--- config.mk ---
export PLATFORM = sky130hd
export DESIGN_NAME = ram_2p_param
export DESIGN_NICKNAME = d
export VERILOG_FILES = /design/src/rtl/ram_2p_param.sv
export SDC_FILE = /design/constraint.sdc
export NUM_CORES = 1
export LEC_CHECK = 0
export BUFFER_PORTS_ARGS = -buffer_cell sky130_fd_sc_hd__buf_2
export CAP_MARGIN = 15
export CORE_MARGIN = 2
export CORE_UTILIZATION = 53
export DETAILED_ROUTE_END_ITERATION = 10
export HOLD_SLACK_MARGIN = 0.08
export PLACE_DENSITY = 0.8
export SLEW_MARGIN = 20
export SYNTH_ARGS = -nofsm -noshare
export SYNTH_HDL_FRONTEND = slang
export SYNTH_SLANG_ARGS = --single-unit
--- constraint.sdc ---
create_clock -name clock -period 3.3 [get_ports clock]
set_input_delay 0.66 -clock clock [delete_from_list [all_inputs] [get_ports clock]]
set_output_delay 0.66 -clock clock [all_outputs]
set_load 0.03 [all_outputs]
--- src/rtl/ram_2p_param.sv ---
// ram_2p_param: simple dual-port RAM, one write and one read port.
// Bit write mask, 1/2-cycle read latency, collision mode, clear engine.
module ram_2p_param #(
    parameter int unsigned      DEPTH          = 16,
    parameter int unsigned      WIDTH          = 6,
    parameter int unsigned      RD_LATENCY     = 1,
    parameter bit               WRITE_FIRST    = 1'b1,
    parameter bit               CLEAR_ON_RESET = 1'b1,
    parameter logic [WIDTH-1:0] INIT_VALUE     = '0,
    localparam int unsigned     ADDR_W         = (DEPTH > 1) ? $clog2(DEPTH) : 1
) (
    input  logic              clock,
    input  logic              reset_n,
    input  logic              write,
    input  logic [WIDTH-1:0]  datain,
    input  logic [WIDTH-1:0]  wmask,
    input  logic [ADDR_W-1:0] addr_w,
    input  logic              read,
    input  logic [ADDR_W-1:0] addr_r,
    input  logic              clear,
    output logic [WIDTH-1:0]  dataout,
    output logic              rvalid,
    output logic              busy,
    output logic              addr_err
);

    localparam logic [0:0] IDLE  = 1'b0;
    localparam logic [0:0] CLEAR = 1'b1;

    localparam logic [ADDR_W:0]   LIMIT = (ADDR_W + 1)'(DEPTH);
    localparam logic [ADDR_W-1:0] LAST  = ADDR_W'(DEPTH - 1);

    logic [DEPTH*WIDTH-1:0] mem_unit;
    logic [0:0]             state;
    logic [ADDR_W-1:0]      cnt;

    logic             accept;
    logic             wr_ok;
    logic             rd_ok;
    logic             wr_en;
    logic             rd_en;
    logic             err;
    logic [WIDTH-1:0] wr_old;
    logic [WIDTH-1:0] rd_old;
    logic [WIDTH-1:0] wr_word;
    logic [WIDTH-1:0] rd_word;

    // A request arriving with clear is dropped: the memory is about to be wiped.
    assign busy   = (state == CLEAR);
    assign accept = !busy && !clear;
    assign wr_ok  = {1'b0, addr_w} < LIMIT;
    assign rd_ok  = {1'b0, addr_r} < LIMIT;
    assign wr_en  = accept && write && wr_ok;
    assign rd_en  = accept && read;
    assign err    = accept && ((write && !wr_ok) || (read && !rd_ok));

    // Fetch the current words at both addresses.
    always_comb begin
        wr_old = '0;
        rd_old = '0;
        for (int k = 0; k < DEPTH; k++) begin
            if (addr_w == ADDR_W'(k)) wr_old = mem_unit[k*WIDTH +: WIDTH];
            if (addr_r == ADDR_W'(k)) rd_old = mem_unit[k*WIDTH +: WIDTH];
        end
    end

    assign wr_word = (datain & wmask) | (wr_old & ~wmask);

    // Read data with collision bypass; out-of-range reads return zero.
    always_comb begin
        rd_word = '0;
        if (rd_ok) begin
            if (WRITE_FIRST && wr_en && (addr_w == addr_r)) rd_word = wr_word;
            else                                            rd_word = rd_old;
        end
    end

    // Clear-engine sequencer.
    always_ff @(posedge clock or negedge reset_n) begin
        if (!reset_n) begin
            state <= CLEAR_ON_RESET ? CLEAR : IDLE;
            cnt   <= '0;
        end else begin
            unique case (state)
                IDLE: begin
                    if (clear) begin
                        state <= CLEAR;
                        cnt   <= '0;
                    end
                end
                CLEAR: begin
                    if (clear) begin
                        cnt <= '0;
                    end else if (cnt == LAST) begin
                        cnt   <= '0;
                        state <= IDLE;
                    end else begin
                        cnt <= cnt + 1'b1;
                    end
                end
            endcase
        end
    end

    // Storage update from the clear engine or the write port; untouched by reset.
    always_ff @(posedge clock) begin
        for (int k = 0; k < DEPTH; k++) begin
            if (busy && (cnt == ADDR_W'(k)))
                mem_unit[k*WIDTH +: WIDTH] <= INIT_VALUE;
            else if (wr_en && (addr_w == ADDR_W'(k)))
                mem_unit[k*WIDTH +: WIDTH] <= wr_word;
        end
    end

    // Out-of-range flag, aligned with the sampling edge.
    always_ff @(posedge clock or negedge reset_n) begin
        if (!reset_n) addr_err <= 1'b0;
        else          addr_err <= err;
    end

    generate
        if (RD_LATENCY == 2) begin : g_lat2
            logic             s1_valid;
            logic [WIDTH-1:0] s1_data;

            // Two-stage read pipeline; an in-flight read is dropped if a clear starts.
            always_ff @(posedge clock or negedge reset_n) begin
                if (!reset_n) begin
                    s1_valid <= 1'b0;
                    s1_data  <= '0;
                    rvalid   <= 1'b0;
                    dataout  <= '0;
                end else begin
                    s1_valid <= rd_en;
                    if (rd_en) s1_data <= rd_word;
                    rvalid <= s1_valid && accept;
                    if (s1_valid && accept) dataout <= s1_data;
                end
            end
        end else begin : g_lat1
            // Single-stage read: output register loads on the sampling edge.
            always_ff @(posedge clock or negedge reset_n) begin
                if (!reset_n) begin
                    rvalid  <= 1'b0;
                    dataout <= '0;
                end else begin
                    rvalid <= rd_en;
                    if (rd_en) dataout <= rd_word;
                end
            end
        end
    endgenerate

endmodule

==> impl_metrics.json, run 1 <==
{
  "status": "finished clean",
  "first_pass_iters": 6,
  "synth_top_cells_by_count": "137 x nor2_1, 96 x dfxtp_1, 59 x a211oi_1",
  "post-place-ws_ps": 353,
  "ioPinCount": 34,
  "antenna_found_initial": 0,
  "diodes": 0,
  "yosys.cell_count.top_type": "nor2_1",
  "crit_required_ps": 3570,
  "cts_resized": 0,
  "ir_drop_mv": 0.346,
  "fin_tns_setup_ps": 0,
  "dr_total_vias": 6469,
  "cts_max_level": 3,
  "synth_ff_type": "dfxtp_1",
  "grt_pass1_wl_um": 36300,
  "cap_violations": 0,
  "cts_setup_buffers": 0,
  "die-area_um2": 13100,
  "drive_above_1_share": 0.177,
  "worst_pin_slew_ps": 1060,
  "slew_viol_final": 0,
  "fin_skew_ps": 8.59,
  "startpoint_type": "input port",
  "cts.sinks": 108,
  "avgSynthCellArea_um2": 8.59,
  "nets": 817,
  "syn-num-nets": 779,
  "start_util": 0.539,
  "drt-total-wl_um": 24100,
  "critPathCaptureType": "register",
  "post-route-period-util": 0.809,
  "synth-seq-cells": 108,
  "place.gp.congestion": 1.06,
  "period_minus_slack_ps": 2670,
  "drt-initial-drc-count": 774,
  "yosysSeqAreaShare": 0.345,
  "synth_top_area_frac": 0.298,
  "syn_inst": 750,
  "holdBufCountCts": 0,
  "dp_hpwl_um": 18100,
  "cts_root_buf": "clkbuf_16",
  "r2r-start": "cnt[0]",
  "synth-edff-count": 0,
  "async_flop_share": 0.111,
  "cts_max_path_buffers": 2,
  "worst_ep_arrival_time_ps": 2940,
  "path_class": "in2reg",
  "port-buffer-count": 32,
  "ys_types": 78,
  "setup_slack_ps": 630,
  "powerDensity_nw_per_um2": 432,
  "num_rows": 40,
  "setup_viol": 0,
  "num-fill-cells": 1048,
  "startpoint": "addr_w[1]",
  "power.total_uw": 3080,
  "fmax_mhz": 375,
  "grt_pass1_vias": 6127,
  "relSlewSlack": 0.285,
  "cts_tree": "built",
  "routedWlPerCell_um": 25.6,
  "grt_usage": 0.376,
  "vias_per_cell": 6.88,
  "rsz0062_at_grt": "no",
  "grt_max_degree": 26,
  "ys_warn_count": 0,
  "synth_area_leader_cell": "dfxtp_1",
  "areaGrowthSynthToFinish_pct": 10.8,
  "numCtsBuffers": 9,
  "path_clk_slew_ps": 70,
  "postRouteAntennaNets": 0,
  "synth_area_leaders": "dfxtp_1 30%, mux2i_1 8.9%, nor2_1 8.0%",
  "die_width_um": 114,
  "drc": 0,
  "clock_latency_ps": 360,
  "hold_path.class": "in2async",
  "die-height_um": 114,
  "leakagePower_uw": 0.00266,
  "netlist_area_um2": 6440,
  "overflow": 0,
  "path_max_fanout": 25,
  "core_um2": 12000,
  "hold_viol": 0
}
sequential cells by signal, summed over array words and instances (netlist names):
| register | cells |
|---|---|
| cnt | 4 |
| dataout | 6 |
| rvalid | 1 |
| busy | 1 |
| mem_unit | 96 |
per-layer routing:
layer	part of all wire	up-vias	global-route usage
met5	0	-	0
met4	0.050	0	0.167
met3	0.11	99	0.0884
met2	0.45	427	0.583
met1	0.39	3106	0.501
li1	-	2837	-
critical path, stage by stage:
cell	delay [ps]
buf_2	480
buf_12	220
mux2_2	150
a221o_1	220
nor3_2	80
a221oi_4	770
nand2_1	140
a31oi_1	210
power breakdown:
part | total [uW] | leakage [uW] | switching (uW) | internal [uW]
clock network | 1130 | 0.000154 | 497 | 635
logic | 532 | 0.00157 | 345 | 188
registers | 1420 | 0.000935 | 59.0 | 1360
total | 3080 | 0.00266 | 900 | 2180
through the flow:
stage,hold WS (ps),instances,utilization,cell area [um2]
6_report,177,940,0.597,7140
5_1_grt,187,940,0.597,7140
4_1_cts,178,940,0.597,7140
3_5_place_dp,469,924,0.571,6830
3_3_place_gp,467,924,0.571,6830
2_1_floorplan,364,750,-,6440
worst paths after layout:
path,cells past startpoint,endpoint,slack (ps)
worst max-delay path,8,dataout[2],630
worst min-delay path,1,dataout[0],180
worst max register to register,6,mem_unit[0],1020
worst min register to register,2,dataout[4],490
max in group asynchronous,1,busy,2840
min in group clock,2,dataout[4],490
final cells by class:
cell class | instances | area, um2 | share of cell area
multi-input cells | 574 | 3850 | 0.539
flip-flops and latches | 108 | 2220 | 0.311
repair buffers | 76 | 503 | 0.0705
clock buffers | 12 | 256 | 0.0359
well taps | 147 | 184 | 0.0258
inverters | 19 | 71.3 | 0.00999
clock inverters | 4 | 53.8 | 0.00754
cell families after synthesis:
kind of cell / count (synthesis) / synth area share
multiplexers: 79 / 0.148
AO/OA/AOI/OAI: 221 / 0.247
adder cells (fa/ha/maj): 4 / 0.00777
AND/OR/NAND/NOR: 264 / 0.187
other: 1 / 0.000582
buffers and inverters: 68 / 0.0581
flip-flops: 108 / 0.345
XOR/XNOR: 5 / 0.00680
cell usage in the layout, fill, tap and decap left out, types with 3 or more instances in the layout:
master       n
a31oi_1      3
o21ai_0     45
o22ai_1     14
nor2b_1     11
nor3b_1      3
nand3b_1     3
nand2b_1    18
nor2_1     137
a211oi_1    59
inv_1       16
a2bb2oi_1    3
mux2_2      10
and3_1       4
clkinv_1     3
mux2i_1     57
a31o_2       4
ha_1         4
dfrtp_1     11
o21bai_1     3
nor2_2       6
a221oi_1     7
mux4_2      12
o311ai_1     3
o211ai_1     3
nand3_1      8
clkbuf_16    9
xor2_1       3
o31ai_1      3
a21boi_0     4
a21oi_1     31
buf_2       32
nor3_1      15
buf_4       43
nand2_1     43
dfxtp_1     96
o221ai_1     5
(Power assumes the default switching activity.)
==> inputs of run 2 (changes only) <==
Settings changed: ABC_AREA from default to 1, PLACE_DENSITY 0.8 to 0.82.
Clock period 3.3 ns to 2.35 ns, I/O delays scaled along.
==> run 2 against run 1 <==
Synthesized area down 3.9%. Global-route usage decreased by 4.4 points. Routed wire length decreased by 15%. Critical endpoint is now dataout[3]. Highest routed layer unchanged.
==> impl_metrics.json, run 2 <==
{
  "status": "finished clean",
  "dp_hpwl_um": 15300,
  "startpoint_type": "input port",
  "synth_ff_type": "dfxtp_1",
  "r2r_cells": 10,
  "synth_compound_area_frac": 0.121,
  "setup_viol": 0,
  "post-route-period-util": 0.949,
  "use_met1": 0.416,
  "worst_ep_arrival_time_ps": 2490,
  "setup_slack_ps": 119,
  "port-buffer-count": 32,
  "hold_viol": 0,
  "top_register": "mem_unit",
  "hold_path.class": "in2reg",
  "grt_pass1_wl_um": 32600,
  "synth-seq-cells": 108,
  "nets": 1187,
  "syn_inst": 1044,
  "cp_slowest_cell": "nor3_1",
  "final_cells": 1306,
  "cts_max_path_buffers": 2,
  "overflow": 0,
  "largest_register_ff_count": 96,
  "place_inst": 1286,
  "clock_latency_ps": 370,
  "whs_path_depth": 3,
  "num-fill-cells": 1099,
  "ir_drop_mv": 0.711,
  "place.gp.congestion": 1.04,
  "synthAdderAreaFrac": 0.00808,
  "grt_usage": 0.332,
  "first_pass_iters": 7,
  "post-place-ws_ps": -319,
  "synth_top_family_by_area": "simple AND/OR/NAND/NOR gates",
  "postRouteAntennaNets": 0,
  "drive_above_1_share": 0.133,
  "syn-num-nets": 1073,
  "period_minus_slack_ps": 2230,
  "worstPathCellList": "buf_2, inv_1, nand2_2, nor2_1, nand2_1, nand3_1, nor2_1, nand4_1, nand2_1, nand3_1, nor3_1, nand4_1, nor2_1, nor2_1, nand2_1, nand2_1",
  "fin_area_um2": 7510,
  "top_regs": "mem_unit: 96 flops, dataout: 6 flops, cnt: 4 flops",
  "regArea_um2": 2220,
  "synth_area_leader_cell": "dfxtp_1",
  "multi_input_area_um2": 3220,
  "routedWlPerCell_um": 15.7,
  "avgSynthCellArea_um2": 5.93,
  "start_util": 0.543,
  "drc": 0,
  "die-height_um": 112,
  "cp.depth": 16,
  "cts_root_buf": "clkbuf_16",
  "antenna_found_initial": 0,
  "cap_violations": 0,
  "vias_per_cell": 5.39,
  "critPathCaptureType": "register",
  "synth_top_cells_by_count": "241 x nand2_1, 229 x nor2_1, 178 x inv_1",
  "relSlewSlack": 0.667,
  "post_synth_and_or_nand_nor_area_fraction": 0.382,
  "fin_tns_setup_ps": 0,
  "cts_max_level": 3,
  "ioPinCount": 34,
  "die_width_um": 112,
  "dr_total_vias": 7037,
  "path_class": "in2reg",
  "areaGrowthSynthToFinish_pct": 21.3,
  "met3_usage": 0.0859,
  "worst_pin_slew_ps": 497,
  "netlist_area_um2": 6190,
  "cts_tree": "built",
  "final_common_cell": "nand2_1",
  "path_max_fanout": 6,
  "num_rows": 39,
  "placed_cell_area_um2": 7150,
  "mostFrequentLayoutCells": "237 x nand2_1, 226 x nor2_1, 178 x inv_1",
  "numCtsBuffers": 9,
  "synth_area_leaders": "dfxtp_1 31%, nand2_1 15%, nor2_1 14%",
  "worst-path-buf-inv": 2,
  "drt-total-wl_um": 20600,
  "die-area_um2": 12600,
  "core_um2": 11400,
  "path_clk_slew_ps": 70,
  "max_stage_delay_ps": 250,
  "leakagePower_uw": 0.00409,
  "grt_max_degree": 19,
  "synthMuxAreaShare": 0,
  "synth_xor_area_frac": 0.00424,
  "diodes": 0,
  "powerDensity_nw_per_um2": 567,
  "fmax_mhz": 448,
  "ys_warn_count": 0,
  "grt_pass1_vias": 6422,
  "synth_top_area_frac": 0.310,
  "crit_required_ps": 2610,
  "cts.sinks": 108,
  "met2_usage": 0.529,
  "drt-initial-drc-count": 617,
  "ys_types": 29,
  "crit_family": "simple AND/OR/NAND/NOR gates",
  "fin_skew_ps": 7.80,
  "top_usage_layer": "met2",
  "yosysSeqAreaShare": 0.359,
  "power.total_uw": 4260,
  "async_flop_share": 0.111,
  "synth-edff-count": 0,
  "yosys.cell_count.top_type": "nand2_1",
  "slew_viol_final": 0
}
[run 2: final cells by class]
cell class,count,area share
well taps,143,0.0238
inverters,188,0.0939
repair buffers,116,0.118
multi-input cells,735,0.428
clock buffers,9,0.0300
clock inverters,7,0.00999
flip-flops and latches,108,0.296
[run 2: path summary, 6_finish.rpt]
path	startpoint	end	slack, ps
max	addr_r[1]	dataout[3]	120
min	clear	busy	370
max reg2reg	busy	dataout[3]	260
min reg2reg	dataout[2]	dataout[2]	480
max in group asynchronous	reset_n	busy	1570
min in group asynchronous	reset_n	cnt[0]	510
[run 2: layer usage]
metal | vias up | wire length, um
li1 | 3460 | -
met1 | 3086 | 8180
met2 | 396 | 9200
met3 | 95 | 2100
met4 | 0 | 1090
met5 | - | 0
[run 2: tightest hold or removal path: stages]
cell and delay [ps]:
buf_2 120, inv_1 60, o21ai_0 70
[run 2: where the power goes]
part           total, uW  internal [uW]  switching, uW
registers           1980           1930           50.7
logic                702            254            448
clock network       1580            835            742
total               4260           3020           1240
[run 2: logic make-up after synthesis]
family / after synthesis
and+or+nand+nor: 580
buffers and inverters: 201
AOI/OAI and AO/OA: 147
DFF: 108
adders and majority gates: 4
xor gates and xnor gates: 3
other: 1
[run 2: timing repair]
item | CTS | global route
hold endpoints to repair | 11 | 0
resized for setup | 0 | 15
setup endpoints to repair | 0 | 29
setup buffers | 0 | 3
hold buffers | 1 | 0
[run 2: stage by stage]
step / utilization / hold WS (ps)
after floorplan: - / 174
final: 0.658 / 371
after CTS: 0.653 / 365
after detailed placement: 0.626 / 359
after global placement: 0.626 / 354
after global routing: 0.658 / 376
==> inputs of run 3 (changes only) <==
--- a/config.mk
+++ b/config.mk
@@ -10,8 +10,8 @@
 export CAP_MARGIN = 15
 export CORE_MARGIN = 2
-export CORE_UTILIZATION = 53
+export CORE_UTILIZATION = 55
 export DETAILED_ROUTE_END_ITERATION = 10
 export HOLD_SLACK_MARGIN = 0.08
-export PLACE_DENSITY = 0.82
+export PLACE_DENSITY = 0.85
 export SLEW_MARGIN = 20
 export SYNTH_ARGS = -nofsm -noshare
==> constraint.sdc (replaced) <==
create_clock -name clock -period 2.35 [get_ports clock]
set_input_delay 0.47 -clock clock [delete_from_list [all_inputs] [get_ports clock]]
set_output_delay 0.47 -clock clock [all_outputs]
set_load 0.02 [all_outputs]
==> run 3 against run 2 <==
Fmax decreased by 4.4%. Sequential share of layout area decreased by 0.48 points. Register-to-register slack got worse by 30 ps. Die area fell by 3.5%. Combinational power about the same. Clock skew rose by 2.1 ps. Design area rose by 1.6%. Global-route usage grew 2.6 points. Clock-buffer cell count is the same. Critical path depth is 2 higher. Routed wire length is 1.9% higher. Critical path type unchanged. Largest power group unchanged.
==> impl_metrics.json, run 3 (same netlist as run 2, synthesis figures left out) <==
{
  "status": "finished clean",
  "placed_cell_area_um2": 7200,
  "drc": 0,
  "cts_max_level": 3,
  "leakagePower_uw": 0.00417,
  "hold_viol": 0,
  "powerDensity_nw_per_um2": 550,
  "hold_path.class": "in2reg",
  "die-area_um2": 12100,
  "postRouteAntennaNets": 0,
  "drt-initial-drc-count": 813,
  "max_stage_delay_ps": 170,
  "cts_tree": "built",
  "cap_violations": 0,
  "overflow": 0,
  "antenna_found_initial": 0,
  "fin_area_um2": 7640,
  "num_rows": 38,
  "dr_total_vias": 7176,
  "fin_skew_ps": 9.86,
  "multi_input_area_um2": 3310,
  "vias_per_cell": 5.46,
  "ioPinCount": 34,
  "drt-total-wl_um": 21000,
  "core_um2": 10900,
  "first_pass_iters": 6,
  "regArea_um2": 2220,
  "ir_drop_mv": 0.671,
  "mostFrequentLayoutCells": "236 x nand2_1, 223 x nor2_1, 176 x inv_1",
  "cts_max_path_buffers": 2,
  "diodes": 0,
  "num-fill-cells": 1006,
  "path_max_fanout": 9,
  "period_minus_slack_ps": 2330,
  "numCtsBuffers": 9,
  "grt_usage": 0.358,
  "setup_slack_ps": 16.7,
  "port-buffer-count": 32,
  "grt_max_degree": 21,
  "nets": 1198,
  "crit_required_ps": 2610,
  "die_width_um": 110,
  "relSlewSlack": 0.504,
  "cp_slowest_cell": "buf_12",
  "drive_above_1_share": 0.153,
  "fmax_mhz": 429,
  "die-height_um": 110,
  "post-route-period-util": 0.993,
  "start_util": 0.566,
  "worst_pin_slew_ps": 742,
  "critPathCaptureType": "register",
  "worstPathCellList": "buf_2, inv_2, nand2_4, nor2_1, buf_4, nand2_1, nand3_2, nor2_2, nand4_1, nand2_1, nand4_1, nor2_1, nand4_1, nand2_1, nand2_2, buf_12, o21ai_0, inv_1",
  "top_register": "mem_unit",
  "fin_tns_setup_ps": 0,
  "routedWlPerCell_um": 15.9,
  "dp_hpwl_um": 16000,
  "startpoint_type": "input port",
  "place.gp.congestion": 1.02,
  "worst_ep_arrival_time_ps": 2590,
  "cts.sinks": 108,
  "final_common_cell": "nand2_1",
  "path_clk_slew_ps": 70,
  "grt_pass1_wl_um": 32600,
  "largest_register_ff_count": 96,
  "slew_viol_final": 0,
  "top_regs": "mem_unit: 96 flops, dataout: 6 flops, cnt: 4 flops",
  "post-place-ws_ps": -295,
  "path_class": "in2reg",
  "setup_viol": 0,
  "cts_root_buf": "clkbuf_16",
  "clock_latency_ps": 370,
  "areaGrowthSynthToFinish_pct": 23.3,
  "grt_pass1_vias": 6319
}
[run 3: area by class of cell]
class / count / share of cell area
tap: 140 / 0.0229
timing repair buffer: 126 / 0.122
clock buffer: 9 / 0.0295
multi-input combinational: 736 / 0.434
inverter: 188 / 0.0924
clock inverter: 7 / 0.00852
sequential: 108 / 0.291
[run 3: critical path, delay by kind of cell]
family / cells / cell delay [ps]
AOI/OAI and AO/OA: 1 / 140
buffers and inverters: 5 / 560
and+or+nand+nor: 12 / 1410
[run 3: repair_timing]
action / 4_1_cts / 5_1_grt
setup endpoints to repair: 0 / 48
hold buffers: 1 / 0
resized for setup: 0 / 46
endpoints found under the hold margin: 11 / 0
setup buffers: 0 / 1
[run 3: power breakdown]
group / switching [uW] / internal, uW
clock network: 771 / 748
registers: 55.8 / 1930
logic: 442 / 256
total: 1270 / 2930
[run 3: final timing paths]
kind | from | cells after the start | slack (ps) | end
max | addr_w[3] | 18 | 20 | mem_unit[44]
min | clear | 3 | 370 | busy
max reg2reg | mem_unit[1] | 14 | 230 | mem_unit[37]
min reg2reg | dataout[0] | 2 | 480 | dataout[0]
max in group asynchronous | reset_n | 2 | 1570 | busy
min in group asynchronous | reset_n | 2 | 510 | cnt[1]
[run 3: routing by layer]
| layer | GRT usage | vias to the layer above | routed length, um |
|---|---|---|---|
| li1 | - | 3489 | - |
| met1 | 0.464 | 3237 | 8460 |
| met2 | 0.586 | 384 | 9540 |
| met3 | 0.0758 | 66 | 2180 |
| met4 | 0.133 | 0 | 785 |
| met5 | 0 | - | 0 |
[run 3: per-stage QoR]
step	hold slack, ps	utilization	cells	power, uW
detailed placement	358	0.658	1295	2670
finish	375	0.698	1314	4200
floorplan	174	-	1044	2370
global placement	360	0.658	1295	2660
CTS	374	0.686	1312	4160
global route	420	0.698	1314	4350
